[config.mk]
export PLATFORM = sky130hd
export DESIGN_NAME = div_seq_ctrl
export DESIGN_NICKNAME = d
export VERILOG_FILES = /design/src/rtl/div_seq_ctrl.sv
export SDC_FILE = /design/constraint.sdc
export NUM_CORES = 1
export LEC_CHECK = 0
export CORE_ASPECT_RATIO = 1.2
export CORE_MARGIN = 2
export CORE_UTILIZATION = 56
export CTS_CLUSTER_SIZE = 8
export DETAILED_ROUTE_END_ITERATION = 8
export DONT_BUFFER_PORTS = 1
export PLACE_DENSITY = 0.71
export SETUP_SLACK_MARGIN = 0.2
export SYNTH_ARGS = -nofsm -noshare
export SYNTH_HDL_FRONTEND = slang
export SYNTH_SLANG_ARGS = --single-unit
[constraint.sdc]
create_clock -name clk -period 4.1 [get_ports clk]
set_clock_uncertainty 0.05 [all_clocks]
set_input_delay 1.23 -clock clk [delete_from_list [all_inputs] [get_ports clk]]
set_output_delay 1.23 -clock clk [all_outputs]
set_load 0.02 [all_outputs]
[src/rtl/div_seq_ctrl.sv]
// Keypad-to-divider sequencer: assembles A/B from four nibbles, launches the divider,
// waits for done under a watchdog and drives the hex display. Option macro: DIV_ZERO_GUARD_EN.
module div_seq_ctrl #(
    parameter int DW          = 8,
    parameter int QW          = 7,
    parameter int RW          = 7,
    parameter int TIMEOUT_CYC = 64
) (
    input  logic          clk,
    input  logic          rst,
    input  logic          key_valid,
    input  logic [3:0]    key_code,
    input  logic          key_clr,
    input  logic          div_busy,
    input  logic          div_done,
    input  logic [QW-1:0] div_q,
    input  logic [RW-1:0] div_r,
    output logic          div_start,
    output logic [DW-1:0] div_a,
    output logic [DW-1:0] div_b,
    output logic [15:0]   disp_value,
    output logic          res_valid,
    output logic          err,
    output logic [2:0]    state_dbg
);

    typedef enum logic [2:0] {
        A_HI      = 3'd0,
        A_LO      = 3'd1,
        B_HI      = 3'd2,
        B_LO      = 3'd3,
        START     = 3'd4,
        WAIT_DONE = 3'd5,
        SHOW      = 3'd6
    } state_e;

    localparam int            CW       = (TIMEOUT_CYC > 2) ? $clog2(TIMEOUT_CYC) : 1;
    localparam logic [CW-1:0] CNT_LAST = CW'(TIMEOUT_CYC - 1);

    state_e          state_q, state_d;
    logic [DW-1:0]   a_q, a_d, b_q, b_d;
    logic [QW-1:0]   q_q, q_d;
    logic [RW-1:0]   r_q, r_d;
    logic [CW-1:0]   cnt_q, cnt_d;
    logic            start_q, start_d;
    logic            res_valid_q, res_valid_d;
    logic            err_q, err_d;
    logic            dz_q, dz_d;
    logic            zero_guard;

`ifdef DIV_ZERO_GUARD_EN
    assign zero_guard = (b_q == '0);
`else
    assign zero_guard = 1'b0;
`endif

    always_comb begin
        // NOTE: every next-state variable gets its hold value first, so no path can infer a latch.
        state_d     = state_q;
        a_d         = a_q;
        b_d         = b_q;
        q_d         = q_q;
        r_d         = r_q;
        cnt_d       = cnt_q;
        start_d     = 1'b0;
        res_valid_d = res_valid_q;
        err_d       = err_q;
        dz_d        = dz_q;

        if (key_clr) begin
            state_d     = A_HI;
            a_d         = '0;
            b_d         = '0;
            res_valid_d = 1'b0;
            err_d       = 1'b0;
            dz_d        = 1'b0;
        end else begin
            unique case (state_q)
                A_HI: if (key_valid) begin
                    a_d            = '0;
                    a_d[DW-1 -: 4] = key_code;
                    state_d        = A_LO;
                end
                A_LO: if (key_valid) begin
                    a_d[3:0] = key_code;
                    state_d  = B_HI;
                end
                B_HI: if (key_valid) begin
                    b_d            = '0;
                    b_d[DW-1 -: 4] = key_code;
                    state_d        = B_LO;
                end
                B_LO: if (key_valid) begin
                    b_d[3:0] = key_code;
                    state_d  = START;
                end
                START: begin
                    if (zero_guard) begin
                        err_d   = 1'b1;
                        dz_d    = 1'b1;
                        state_d = SHOW;
                    end else if (!div_busy) begin
                        start_d = 1'b1;
                        cnt_d   = '0;
                        state_d = WAIT_DONE;
                    end
                end
                WAIT_DONE: begin
                    if (div_done) begin
                        q_d         = div_q;
                        r_d         = div_r;
                        res_valid_d = 1'b1;
                        err_d       = 1'b0;
                        state_d     = SHOW;
                    end else if (cnt_q == CNT_LAST) begin
                        err_d       = 1'b1;
                        res_valid_d = 1'b0;
                        state_d     = SHOW;
                    end else begin
                        cnt_d = cnt_q + 1'b1;
                    end
                end
                SHOW: if (key_valid) begin
                    a_d            = '0;
                    a_d[DW-1 -: 4] = key_code;
                    b_d            = '0;
                    res_valid_d    = 1'b0;
                    err_d          = 1'b0;
                    dz_d           = 1'b0;
                    state_d        = A_LO;
                end
                default: state_d = A_HI;
            endcase
        end
    end

    // NOTE: state flops use non-blocking assignments so all of them update together on the edge.
    always_ff @(posedge clk or negedge rst) begin
        if (!rst) begin
            state_q     <= A_HI;
            a_q         <= '0;
            b_q         <= '0;
            q_q         <= '0;
            r_q         <= '0;
            cnt_q       <= '0;
            start_q     <= 1'b0;
            res_valid_q <= 1'b0;
            err_q       <= 1'b0;
            dz_q        <= 1'b0;
        end else begin
            state_q     <= state_d;
            a_q         <= a_d;
            b_q         <= b_d;
            q_q         <= q_d;
            r_q         <= r_d;
            cnt_q       <= cnt_d;
            start_q     <= start_d;
            res_valid_q <= res_valid_d;
            err_q       <= err_d;
            dz_q        <= dz_d;
        end
    end

    // Display is a pure decode of registered state, so it follows reset immediately.
    always_comb begin
        disp_value = {a_q[7:0], b_q[7:0]};
        if (state_q == SHOW) begin
            if (res_valid_q) begin
                disp_value = {8'(q_q), 8'(r_q)};
            end else if (err_q) begin
                disp_value = dz_q ? 16'hD1F0 : 16'hEEEE;
            end
        end
    end

    assign div_start = start_q;
    assign div_a     = a_q;
    assign div_b     = b_q;
    assign res_valid = res_valid_q;
    assign err       = err_q;
    assign state_dbg = state_q;

endmodule
==> flow_metrics.tcl, run 1 <==
set metrics [dict create \
    outcome "completed" \
    starting_utilization_of_the_core_area 0.591 \
    htreeDepth 2 \
    critPathKind "reg -> out" \
    grt_max_degree 43 \
    type_of_the_tightest_min_delay_check "reg -> reg" \
    final_core_util 0.614 \
    synth.lib_cells_used.distinct 42 \
    synth.area.top_cells "sky130_fd_sc_hd__dfrtp_1 49%, sky130_fd_sc_hd__mux2_4 6.2%, sky130_fd_sc_hd__a22o_1 4.9%" \
    synth_top_cells_by_count "42 x sky130_fd_sc_hd__dfrtp_1, 13 x sky130_fd_sc_hd__nand2_1, 12 x sky130_fd_sc_hd__a21oi_1, 12 x sky130_fd_sc_hd__a22o_1" \
    placed_cell_area_um2 2170 \
    final_net_count 215 \
    grt_setup_unrepaired "no" \
    sequential_to_total_area_share_from_yosys_stat 0.486 \
    finalCritPeriodShare 0.840 \
    worst_ir_drop_vdd_mv 0.210 \
    rr_endpoint "r_q[4]$_DFFE_PN0P_" \
    postSynthRegisterBits 42 \
    io_buffer_count 0 \
    postSynth.asyncResetShare 1.00 \
    post_synthesis_instance_area_um2 2160 \
    number_of_synthesized_flops_with_an_enable_pin 0 \
    clk_pin_slew_worst_paths_ns 0.07 \
    finalInstanceArea_um2 2250 \
    crit_end "disp_value[11]" \
    timing.reg2reg.worst_path_depth 4 \
    detail_route.vias_per_cell 6.38 \
    start_kind "flip-flop" \
    post_cts_resize_count 0 \
    clockBufferDepth 2 \
    tritoncts.num_buffers 5 \
    cell_with_the_most_instances_after_synthesis "sky130_fd_sc_hd__dfrtp_1" \
    post-route-drc-count 0 \
    multi_input_comb_area_um2 1030 \
    layout-drive-gt1-share 0.153 \
    timing.critical_path.max_delay_family "compound AO/OA/AOI/OAI gates" \
    final_period_minus_worst_setup_slack_ns 3.44 \
    worst_slew_pin_slew_ns 0.645 \
    totalPowerFinal_uw 763 \
    post_cts_buffers 0 \
    r2r-start "state_dbg[0]$_DFFE_PN0P_" \
    area_growth_syn_to_layout_pct 3.87 \
    syn-mean-instance-area_um2 11.2 \
    cts.hold.buffers_added 0 \
    drt_wl_total_um 4770 \
    crit_path_start "state_dbg[1]$_DFFE_PN0P_" \
    finalSetupViolCount 0 \
    grt_overflow 0 \
    synth_ff_type "sky130_fd_sc_hd__dfrtp_1" \
    leakage_component_of_the_power_nw 1.01 \
    place_hpwl_um 3460 \
    drt.antenna.violating_nets 0 \
    critPathCaptureType "output pin" \
    insertion_delay_ns 0.29 \
    die_height_um 72.1 \
    drt_pass1_iterations 4 \
    drv_slew 0 \
    path_depth 3 \
    syn-num-nets 219 \
    track_usage 0.236 \
    slowest_stage "sky130_fd_sc_hd__dfrtp_1" \
    postSynthCellCount 194 \
    routedWlPerCell_um 19.7 \
    power_per_cell_area_nw_per_um2 339 \
    design.core.area_um2 3660 \
    synthDominantAreaCellType "sky130_fd_sc_hd__dfrtp_1" \
    post_route_insts_no_fill 242 \
    max_slew_margin 0.568 \
    placedCellCount 235 \
    grt_pass1_vias 1539 \
    antennaDiodeCount 0 \
    timing.reg2reg.setup_slack_ns 1.98 \
    totalNegativeSetupSlack_ns 0 \
    gp_congestion 0.872 \
    cp_cell_sequence "and3b_1 > o21a_1 > o22a_1" \
    detailroute.via_count 1545 \
    clock_tree_from_tritoncts "done" \
    grt_first_pass_wirelength_um 7660 \
    final-seq-area_um2 1050 \
    max_clock_freq_mhz 290 \
    maxCapViolations 0 \
    arrival_ns 2.16 \
    design.portCount 62 \
    crit_fanout 14 \
    finalHoldViolations 0 \
    die_w_um 60.8 \
    yosys_warnings 0 \
    num_rows 24 \
    synth_largest_type_area_fraction 0.486 \
    clock_tree.root_cell "sky130_fd_sc_hd__clkbuf_8" \
    fillerInstances 329 \
    antenna_found_initial 0 \
    critPathBufInv 0 \
    area_of_the_die_um2 4380 \
    tritoncts_num_sinks 42 \
    slowest_delay_ns 0.71 \
    drt_first_iter_violations 68 \
    worstPathRequired_ns 2.82 \
]
## kinds of logic (layout without fill, tap and decap cells)
family                     count (synthesis)  after routing  synth area share
AOI/OAI and AO/OA                         63             63             0.209
xor gates and xnor gates                   1              1           0.00405
adders and majority gates                  1              1           0.00578
buffers and inverters                     16             12            0.0381
DFF                                       42             42             0.486
muxes                                     15             15            0.0931
and+or+nand+nor                           56             56             0.164
## area by class of cell
class,count,share of cell area
clock buffer,5,0.0306
clock inverter,2,0.00445
inverter,4,0.00668
multi-input combinational,136,0.459
sequential,42,0.467
tap,52,0.0289
timing repair buffer,1,0.00334
## per-stage QoR
stage / setup WS (ns) / hold slack [ns]
after floorplan: 1.27 / 0.421
final: 0.658 / 0.459
after CTS: 0.633 / 0.461
after detailed placement: 0.958 / 0.443
after global placement: 1.05 / 0.440
after global routing: 0.507 / 0.468
## sequential cells by signal, summed over array words and instances (netlist names)
register   cells
cnt_q          6
div_a          8
div_b          8
div_start      1
err            1
q_q            7
r_q            7
res_valid      1
state_dbg      3
## worst reg2reg max path, cell delays in order, from the launching register on
cell	delay, ns
sky130_fd_sc_hd__dfrtp_1	0.75
sky130_fd_sc_hd__inv_1	0.32
sky130_fd_sc_hd__nor2_4	0.23
sky130_fd_sc_hd__nand3b_4	0.27
sky130_fd_sc_hd__mux2_4	0.39
## power by group
| part | leakage, nW | internal (mW) | switching [mW] |
|---|---|---|---|
| combinational | 0.394 | 0.0247 | 0.0295 |
| sequential | 0.570 | 0.431 | 0.0319 |
| clock | 0.0438 | 0.114 | 0.132 |
## routing by layer
metal	share of wire	track usage	vias to the layer above
li1	-	-	712
met3	0.069	0.0642	9
met4	0.017	0.0797	0
met5	0	0	-
met2	0.52	0.405	60
met1	0.40	0.279	764
## worst min path at each step
stage | start | to | depth (start not counted)
2_1_floorplan | cnt_q[0]$_DFFE_PN0P_ | cnt_q[0]$_DFFE_PN0P_ | 1
3_3_place_gp | q_q[0]$_DFFE_PN0P_ | q_q[0]$_DFFE_PN0P_ | 1
3_5_place_dp | q_q[0]$_DFFE_PN0P_ | q_q[0]$_DFFE_PN0P_ | 1
4_1_cts | q_q[0]$_DFFE_PN0P_ | q_q[0]$_DFFE_PN0P_ | 1
5_1_grt | cnt_q[0]$_DFFE_PN0P_ | cnt_q[0]$_DFFE_PN0P_ | 1
6_report | cnt_q[0]$_DFFE_PN0P_ | cnt_q[0]$_DFFE_PN0P_ | 1
## cell usage in the layout (no fill, tap or decap), types with 6 or more instances in the layout
cell type	count
sky130_fd_sc_hd__a21oi_1	12
sky130_fd_sc_hd__a22o_1	12
sky130_fd_sc_hd__dfrtp_1	42
sky130_fd_sc_hd__mux2_4	9
sky130_fd_sc_hd__nand2_1	13
sky130_fd_sc_hd__nand2b_1	6
sky130_fd_sc_hd__nor2_1	10
sky130_fd_sc_hd__o21ai_0	11
sky130_fd_sc_hd__o22a_1	11
Power figures use the tool's default switching activity.
==> inputs of run 2 (changes only) <==
--- a/config.mk
+++ b/config.mk
@@ -11,7 +11,7 @@
 export CTS_CLUSTER_SIZE = 8
 export DETAILED_ROUTE_END_ITERATION = 8
 export DONT_BUFFER_PORTS = 1
-export PLACE_DENSITY = 0.71
+export PLACE_DENSITY = 0.74
 export SETUP_SLACK_MARGIN = 0.2
 export SYNTH_ARGS = -nofsm -noshare
 export SYNTH_HDL_FRONTEND = slang
==> constraint.sdc (replaced) <==
create_clock -name clk -period 3.1 [get_ports clk]
set_clock_uncertainty 0.05 [all_clocks]
set_input_delay 0.93 -clock clk [delete_from_list [all_inputs] [get_ports clk]]
set_output_delay 0.93 -clock clk [all_outputs]
set_load 0.02 [all_outputs]
==> flow_metrics.tcl, run 2 (synthesis results as in run 1) <==
set metrics [dict create \
    arrival_ns 1.77 \
    post-route-drc-count 0 \
    placedCellCount 237 \
    grt_max_degree 43 \
    worst_ir_drop_vdd_mv 0.445 \
    tritoncts_num_sinks 42 \
    layout-drive-gt1-share 0.155 \
    drt_pass1_iterations 4 \
    grt_overflow 0 \
    commonest_cells_after_routing_fill_and_taps_aside "42 x sky130_fd_sc_hd__dfrtp_1, 13 x sky130_fd_sc_hd__nand2_1, 12 x sky130_fd_sc_hd__a22o_1, 12 x sky130_fd_sc_hd__a21oi_1" \
    worst_slew_pin_slew_ns 0.631 \
    slowest_stage "sky130_fd_sc_hd__o21a_1" \
    clockBufferDepth 2 \
    design.portCount 62 \
    critPathKind "reg -> out" \
    starting_utilization_of_the_core_area 0.591 \
    antennaDiodeCount 0 \
    start_kind "flip-flop" \
    gp_congestion 0.814 \
    top_usage_layer "met2" \
    grt_pass1_vias 1594 \
    finalHoldViolations 0 \
    timing.critical_path.max_delay_family "compound AO/OA/AOI/OAI gates" \
    setup_slack_ns 0.346 \
    drv_slew 0 \
    met2_usage 0.406 \
    totalPowerFinal_mw 1.11 \
    max_clock_freq_mhz 363 \
    grtUsageMet3 0.0713 \
    die_height_um 72.1 \
    routedWlPerCell_um 19.7 \
    grt_first_pass_wirelength_um 7420 \
    mostFrequentLayoutCell "sky130_fd_sc_hd__dfrtp_1" \
    maxCapViolations 0 \
    totalNegativeSetupSlack_ns 0 \
    grt_util_met1 0.246 \
    placed_cell_area_um2 2180 \
    outcome "completed" \
    drt.antenna.violating_nets 0 \
    critPathBufInv 0 \
    max_slew_margin 0.575 \
    design.core.area_um2 3660 \
    insertion_delay_ns 0.29 \
    finalCritPeriodShare 0.888 \
    worstPathRequired_ns 2.12 \
    critPathCaptureType "output pin" \
    post_cts_buffers 0 \
    num_rows 24 \
    place_hpwl_um 3380 \
    crit_fanout 10 \
    final_period_minus_worst_setup_slack_ns 2.75 \
    finalSetupViolCount 0 \
    drt_wl_total_um 4820 \
    leakage_component_of_the_power_nw 1.03 \
    detail_route.vias_per_cell 6.43 \
    cp_cell_sequence "and3b_1 > o21a_1 > o22a_1" \
    clock_tree_from_tritoncts "done" \
    htreeDepth 2 \
    track_usage 0.228 \
    clock_tree.root_cell "sky130_fd_sc_hd__clkbuf_8" \
    drt_first_iter_violations 40 \
    io_buffer_count 0 \
    area_of_the_die_um2 4380 \
    post-place-ws_ns 0.682 \
    finalInstanceArea_um2 2290 \
    area_growth_syn_to_layout_pct 5.84 \
    final_net_count 217 \
    antenna_found_initial 0 \
    post_cts_resize_count 0 \
    cts.hold.buffers_added 0 \
    clk_pin_slew_worst_paths_ns 0.08 \
    slowest_delay_ns 0.43 \
    grt_setup_unrepaired "no" \
    power_per_cell_area_nw_per_um2 483 \
    tritoncts.num_buffers 5 \
    type_of_the_tightest_min_delay_check "in -> async" \
    post_route_insts_no_fill 245 \
    detailroute.via_count 1576 \
    die_w_um 60.8 \
]
-- run 2: stage by stage --
stage | hold slack, ns | utilization
2_1_floorplan | 0.421 | -
3_5_place_dp | 0.444 | 0.596
5_1_grt | 0.258 | 0.625
4_1_cts | 0.269 | 0.625
3_3_place_gp | 0.437 | 0.596
6_report | 0.274 | 0.625
-- run 2: routing by layer --
layer | part of all wire | vias up
li1 | - | 723
met1 | 0.39 | 785
met2 | 0.53 | 58
met3 | 0.056 | 10
met4 | 0.026 | 0
met5 | 0 | -
-- run 2: final cells by class --
cell class | instances | area (µm²)
clock buffer | 7 | 76.3
clock inverter | 1 | 30.0
fill | 301 | 1370
inverter | 4 | 15.0
multi-input combinational | 136 | 1030
sequential | 42 | 1050
tap | 52 | 65.1
timing repair buffer | 3 | 22.5
-- run 2: worst register-to-register path: stages, from the launching register on --
cell	delay, ns
sky130_fd_sc_hd__dfrtp_1	0.41
sky130_fd_sc_hd__ha_1	0.25
sky130_fd_sc_hd__and3_1	0.24
sky130_fd_sc_hd__a311oi_1	0.57
sky130_fd_sc_hd__a21oi_1	0.16
sky130_fd_sc_hd__a31oi_1	0.16
-- run 2: worst paths after layout --
| path | startpoint | end | slack, ns | cells after the start |
|---|---|---|---|---|
| max | state_dbg[0]$_DFFE_PN0P_ | disp_value[11] | 0.35 | 3 |
| min | rst | div_b[6]$_DFFE_PN0P_ | 0.27 | 0 |
| max reg2reg | cnt_q[0]$_DFFE_PN0P_ | cnt_q[2]$_DFFE_PN0P_ | 1.18 | 5 |
| min reg2reg | cnt_q[0]$_DFFE_PN0P_ | cnt_q[0]$_DFFE_PN0P_ | 0.46 | 1 |
| max in group asynchronous | rst | cnt_q[1]$_DFFE_PN0P_ | 2.64 | 0 |
| min in group clk | cnt_q[0]$_DFFE_PN0P_ | cnt_q[0]$_DFFE_PN0P_ | 0.46 | 1 |
-- run 2: power by group --
group | switching [mW] | internal [mW] | leakage (nW)
clock network | 0.178 | 0.241 | 0.0524
logic | 0.0482 | 0.0352 | 0.405
registers | 0.0338 | 0.570 | 0.570
total | 0.260 | 0.846 | 1.03
